`config.mk`:
```
export PLATFORM = sky130hd
export DESIGN_NAME = id_ex_operand_stage
export DESIGN_NICKNAME = d
export VERILOG_FILES = /design/src/rtl/id_ex_operand_stage.sv
export SDC_FILE = /design/constraint.sdc
export NUM_CORES = 1
export LEC_CHECK = 0
export ABC_CLOCK_PERIOD_IN_PS = 3600
export CAP_MARGIN = 40
export CORE_MARGIN = 2
export CORE_UTILIZATION = 34
export CTS_CLUSTER_SIZE = 12
export DETAILED_ROUTE_END_ITERATION = 6
export GPL_ROUTABILITY_DRIVEN = 0
export GPL_TIMING_DRIVEN = 0
export PLACE_DENSITY_LB_ADDON = 0.25
export REMOVE_ABC_BUFFERS = 1
export SLEW_MARGIN = 40
export SYNTH_ARGS = -nofsm -noshare
export SYNTH_HDL_FRONTEND = slang
export SYNTH_SLANG_ARGS = --single-unit
```
`constraint.sdc`:
```
create_clock -name clk -period 3.6 [get_ports clk]
set_clock_uncertainty 0.2 [all_clocks]
set_input_delay 0.54 -clock clk [delete_from_list [all_inputs] [get_ports clk]]
set_output_delay 0.54 -clock clk [all_outputs]
set_load 0.02 [all_outputs]
```
`src/rtl/id_ex_operand_stage.sv`:
```
// id_ex_operand_stage
// ID/EX pipeline register with EX-stage operand selection and forwarding.
//
// Ports:
//   clk, reset (synchronous, active-low)
//   id_*            decoded instruction from ID (data, indices, control)
//   stall_in        hold the EX register (operands keep tracking forwards)
//   flush           replace EX contents with a bubble
//   exm_* / mwb_*   EX/MEM and MEM/WB write-back sources for forwarding
//   load_use_stall  combinational: freeze PC and IF/ID
//   ex_valid, alu_op_out, alu_in_1, alu_in_2, ex_store_data,
//   ex_branch_target, ex_pc, ex_rd, ex_reg_write, ex_mem_read,
//   ex_mem_write, ex_is_branch   EX-stage outputs
module id_ex_operand_stage #(
    parameter int XLEN       = 32,
    parameter int REG_ADDR_W = 5
) (
    input  logic                  clk,
    input  logic                  reset,
    input  logic                  id_valid,
    input  logic [XLEN-1:0]       id_pc,
    input  logic [XLEN-1:0]       id_rs1_data,
    input  logic [XLEN-1:0]       id_rs2_data,
    input  logic [XLEN-1:0]       id_imm,
    input  logic [REG_ADDR_W-1:0] id_rs1,
    input  logic [REG_ADDR_W-1:0] id_rs2,
    input  logic                  id_rs1_used,
    input  logic                  id_rs2_used,
    input  logic [REG_ADDR_W-1:0] id_rd,
    input  logic [3:0]            id_alu_op,
    input  logic                  id_src1_pc,
    input  logic                  id_src2_imm,
    input  logic                  id_reg_write,
    input  logic                  id_mem_read,
    input  logic                  id_mem_write,
    input  logic                  id_is_branch,
    input  logic                  stall_in,
    input  logic                  flush,
    input  logic                  exm_reg_write,
    input  logic [REG_ADDR_W-1:0] exm_rd,
    input  logic [XLEN-1:0]       exm_result,
    input  logic                  mwb_reg_write,
    input  logic [REG_ADDR_W-1:0] mwb_rd,
    input  logic [XLEN-1:0]       mwb_wdata,
    output logic                  load_use_stall,
    output logic                  ex_valid,
    output logic [3:0]            alu_op_out,
    output logic [XLEN-1:0]       alu_in_1,
    output logic [XLEN-1:0]       alu_in_2,
    output logic [XLEN-1:0]       ex_store_data,
    output logic [XLEN-1:0]       ex_branch_target,
    output logic [XLEN-1:0]       ex_pc,
    output logic [REG_ADDR_W-1:0] ex_rd,
    output logic                  ex_reg_write,
    output logic                  ex_mem_read,
    output logic                  ex_mem_write,
    output logic                  ex_is_branch
);

    typedef struct packed {
        logic                  valid;
        logic [XLEN-1:0]       pc;
        logic [XLEN-1:0]       rs1_data;
        logic [XLEN-1:0]       rs2_data;
        logic [XLEN-1:0]       imm;
        logic [REG_ADDR_W-1:0] rs1;
        logic [REG_ADDR_W-1:0] rs2;
        logic [REG_ADDR_W-1:0] rd;
        logic [3:0]            alu_op;
        logic                  src1_pc;
        logic                  src2_imm;
        logic                  reg_write;
        logic                  mem_read;
        logic                  mem_write;
        logic                  is_branch;
    } ex_regs_t;

    ex_regs_t ex_q;
    ex_regs_t ex_d;

    // Operand 0 is rs1, operand 1 is rs2.
    logic [1:0][REG_ADDR_W-1:0] src_idx;
    logic [1:0][XLEN-1:0]       src_val;
    logic [1:0][XLEN-1:0]       fwd_val;

    assign src_idx[0] = ex_q.rs1;
    assign src_idx[1] = ex_q.rs2;
    assign src_val[0] = ex_q.rs1_data;
    assign src_val[1] = ex_q.rs2_data;

    // EX/MEM is the younger producer, so it is checked first; x0 never forwards.
    genvar gi;
    generate
        for (gi = 0; gi < 2; gi++) begin : g_fwd
            assign fwd_val[gi] =
                (exm_reg_write && (exm_rd != '0) && (exm_rd == src_idx[gi])) ? exm_result :
                (mwb_reg_write && (mwb_rd != '0) && (mwb_rd == src_idx[gi])) ? mwb_wdata  :
                                                                               src_val[gi];
        end
    endgenerate

    assign load_use_stall = ex_q.valid && ex_q.mem_read && (ex_q.rd != '0) &&
                            ((id_rs1_used && (id_rs1 == ex_q.rd)) ||
                             (id_rs2_used && (id_rs2 == ex_q.rd)));

    always_comb begin
        ex_d = ex_q;
        if (flush) begin
            ex_d = '0;
        end else if (stall_in) begin
            // Refresh held operands so a producer retiring from MEM/WB during
            // the stall is captured before it disappears.
            ex_d.rs1_data = fwd_val[0];
            ex_d.rs2_data = fwd_val[1];
        end else if (load_use_stall) begin
            ex_d = '0;
        end else begin
            ex_d.valid     = id_valid;
            ex_d.pc        = id_pc;
            ex_d.rs1_data  = id_rs1_data;
            ex_d.rs2_data  = id_rs2_data;
            ex_d.imm       = id_imm;
            ex_d.rs1       = id_rs1;
            ex_d.rs2       = id_rs2;
            ex_d.rd        = id_rd;
            ex_d.alu_op    = id_alu_op;
            ex_d.src1_pc   = id_src1_pc;
            ex_d.src2_imm  = id_src2_imm;
            ex_d.reg_write = id_valid & id_reg_write;
            ex_d.mem_read  = id_valid & id_mem_read;
            ex_d.mem_write = id_valid & id_mem_write;
            ex_d.is_branch = id_valid & id_is_branch;
        end
    end

    always_ff @(posedge clk) begin
        if (!reset) begin
            ex_q <= '0;
        end else begin
            ex_q <= ex_d;
        end
    end

    assign ex_valid         = ex_q.valid;
    assign alu_op_out       = ex_q.alu_op;
    assign alu_in_1         = ex_q.src1_pc  ? ex_q.pc  : fwd_val[0];
    assign alu_in_2         = ex_q.src2_imm ? ex_q.imm : fwd_val[1];
    assign ex_store_data    = fwd_val[1];
    assign ex_branch_target = ex_q.pc + ex_q.imm;
    assign ex_pc            = ex_q.pc;
    assign ex_rd            = ex_q.rd;
    assign ex_reg_write     = ex_q.reg_write;
    assign ex_mem_read      = ex_q.mem_read;
    assign ex_mem_write     = ex_q.mem_write;
    assign ex_is_branch     = ex_q.is_branch;

endmodule

```
==> impl_metrics.env <==
export IMPL_reg2reg_to="ex_q[103]"
export IMPL_synth_seq_cells=154
export IMPL_gr_usage_all_layers_pct=24.5
export IMPL_hold_viol=0
export IMPL_grt_pass1_vias=9928
export IMPL_violations="negative setup slack"
export IMPL_rrSetupSlack_ns=0.62
export IMPL_yosysTopAreaCellShare_pct=32.1
export IMPL_cp_data_arrival_time_ns=2.92
export IMPL_die_area_um2=29600
export IMPL_ant_nets=0
export IMPL_max_stage_delay_ns=0.42
export IMPL_path_class="register to primary output"
export IMPL_finalSetupTns_ns=-0.118
export IMPL_fin_crit_sh_pct=102
export IMPL_drive_gt1_share_pct=20.8
export IMPL_setup_violations=3
export IMPL_outcome="finished with violations"
export IMPL_hold_end="ex_is_branch"
export IMPL_cts_max_path_buffers=2
export IMPL_final_cell_mix="clkdlybuf4s50_1, nand2_1, dfxtp_1, a21oi_1, nand3_1"
export IMPL_areaGrowthSynthToFinish_pct=58.8
export IMPL_fin_nets=1809
export IMPL_power_density_nw_per_um2=301
export IMPL_clk_pin_slew_ns=0.08
export IMPL_syn_instance_count=1155
export IMPL_min_from="ex_is_branch"
export IMPL_synthDistinctLibCells=54
export IMPL_post_place_ws_ns=-1.08
export IMPL_reg2reg_from="ex_rd[1]"
export IMPL_grt_pass1_wl_um=56100
export IMPL_reg2reg_depth=8
export IMPL_crit_buf_inv=3
export IMPL_num_rows=61
export IMPL_root_buffer="clkbuf_16"
export IMPL_p_leak_uw=0.00620
export IMPL_viasPerCell=5.22
export IMPL_crit_chain="ha_4, a21o_1, nand4_1, a311oi_4, o311ai_2, buf_4, o21ai_4, buf_4, a31oi_1, xnor2_1, buf_4"
export IMPL_post_dp_hpwl_um=28500
export IMPL_crit_top_cell="buf_4"
export IMPL_syn_area_um2=9600
export IMPL_port_buffers=410
export IMPL_vias=10099
export IMPL_worstSkewPairLatency_ns=0.43
export IMPL_ys_seq_area_share_pct=32.1
export IMPL_dr_pass1_iters=5
export IMPL_ys_flop_type="dfxtp_1"
export IMPL_cts_sinks=154
export IMPL_hold_path_class="register to register"
export IMPL_cp_required_ns=2.86
export IMPL_path_delay_family="compound AO/OA/AOI/OAI gates"
export IMPL_start_kind="register"
export IMPL_ios=411
export IMPL_max_cap_violations=0
export IMPL_drt_initial_drc_count=516
export IMPL_antenna_found_initial=0
export IMPL_start_util_pct=34.5
export IMPL_max_freq_mhz=273
export IMPL_rsz0062_at_grt="yes"
export IMPL_drcViolationCount=0
export IMPL_post_route_min_period_ns=3.66
export IMPL_holdPathStages=2
export IMPL_setup_worst_path_end_class="primary output"
export IMPL_routed_wl_um=37800
export IMPL_grt_start_max_net_pins=60
export IMPL_post_drt_wl_per_cell_um=19.6
export IMPL_final_common_cell="clkdlybuf4s50_1"
export IMPL_slowest_stage="a311oi_4"
export IMPL_ys_top_cells_by_area="dfxtp_1, mux2_2, nand2_1"
export IMPL_fp_coreArea_um2=27800
export IMPL_dieHeight_um=172
export IMPL_cp_max_fo=4
export IMPL_relSlewSlack_pct=67.9
export IMPL_yosys_warnings=0
export IMPL_tightest_slew_ns=0.481
export IMPL_cts_htree_levels=4
export IMPL_die_x_um=172
export IMPL_maxSlewViolCount=0
export IMPL_fin_ws_ns=-0.0584
export IMPL_netlist_top_cell_by_area="dfxtp_1"
export IMPL_cts_buffers=17
export IMPL_synth_edf_count=0
export IMPL_vdd_ir_drop_max_v=0.000261
export IMPL_grt_overflow=0
export IMPL_syn_area_per_cell_um2=8.31
export IMPL_power_uw=4590
export IMPL_synthArstFlopShare_pct=0
export IMPL_cts_tree="yes"
## cells by family after synthesis
family                   Yosys count  share of synthesized area (%)
AO/OA/AOI/OAI                    318                           20.7
XOR/XNOR                          59                           5.39
flip-flops                       154                           32.1
buffers and inverters            136                           7.78
AND/OR/NAND/NOR                  328                           15.5
multiplexers                     128                           14.2
adder cells (fa/ha/maj)           32                           4.25
## synth_stat cells (26+ instances only)
| cell type | n |
|---|---|
| mux2i_1 | 64 |
| clkbuf_1 | 60 |
| o21ai_0 | 31 |
| o21ai_1 | 48 |
| nand2_1 | 175 |
| a21oi_1 | 120 |
| dfxtp_1 | 154 |
| xor2_1 | 26 |
| ha_1 | 31 |
| buf_4 | 44 |
| nand3_1 | 102 |
| a22o_1 | 64 |
| xnor2_1 | 33 |
| mux2_2 | 61 |
## flip-flops by register name (all words and copies together), names as in the netlist, 4 cells and up
name        flops
ex_pc          32
ex_rd           5
alu_op_out      4
ex_q          108
## stage by stage
| step | hold slack [ns] | area (µm²) | util [%] | cells |
|---|---|---|---|---|
| after global routing | 0.294 | 15200 | 54.8 | 1932 |
| after global placement | 0.244 | 13500 | 48.5 | 1819 |
| after floorplan | 0.252 | 8890 | - | 1031 |
| after detailed placement | 0.255 | 14000 | 50.5 | 1862 |
| after CTS | 0.268 | 15000 | 53.8 | 1914 |
| final | 0.265 | 15200 | 54.9 | 1933 |
## per-layer routing
metal | up-vias | track usage [%] | share of wire, %
met2 | 408 | 44.4 | 50
met5 | - | 0 | 0
li1 | 4890 | - | -
met3 | 63 | 6.80 | 7.9
met1 | 4738 | 28.0 | 40
met4 | 0 | 7.49 | 2.6
## worst max-delay path by stage
stage              start                    to  cells past startpoint  slack, ns
3_5_place_dp   mwb_rd[1]          alu_in_2[13]                     10      -1.08
4_1_cts         ex_q[36]  ex_branch_target[17]                      9      -0.10
6_report        ex_q[26]  ex_branch_target[29]                     11      -0.06
2_1_floorplan   ex_rd[0]             ex_q[100]                      5      -3.02
5_1_grt         ex_q[26]  ex_branch_target[25]                     11      -0.17
3_3_place_gp    stall_in              ex_q[62]                      4      -7.28
## report_power, final
part | switching [µW] | leakage [µW] | internal, µW | total [µW]
Clock | 845 | 0.000275 | 922 | 1770
Combinational | 487 | 0.00466 | 527 | 1010
Sequential | 53.5 | 0.00126 | 1760 | 1810
Total | 1380 | 0.00620 | 3210 | 4590
## worst min-delay path, delay by kind of cell (launching register included)
family	cells	cell delay (ns)
flops	1	0.31
simple gates	1	0.05
compound gates	1	0.05
## final cells by class
class,count,area (µm²)
fillers,2605,12500
multi-input cells,865,6350
repair buffers,491,4700
flip-flops and latches,154,3110
well taps,378,473
clock buffers,19,443
clock inverters,13,110
inverters,12,50.0
diodes,1,2.50
## repair_timing
item | 4_1_cts | 5_1_grt
setup buffers | 21 | 20
gates cloned | 0 | 0
hold buffers | 0 | 0
resized for setup | 364 | 88
pin swaps | 26 | 28
setup endpoints to repair | 121 | 86
No activity file was read; power rests on OpenSTA's default activity.
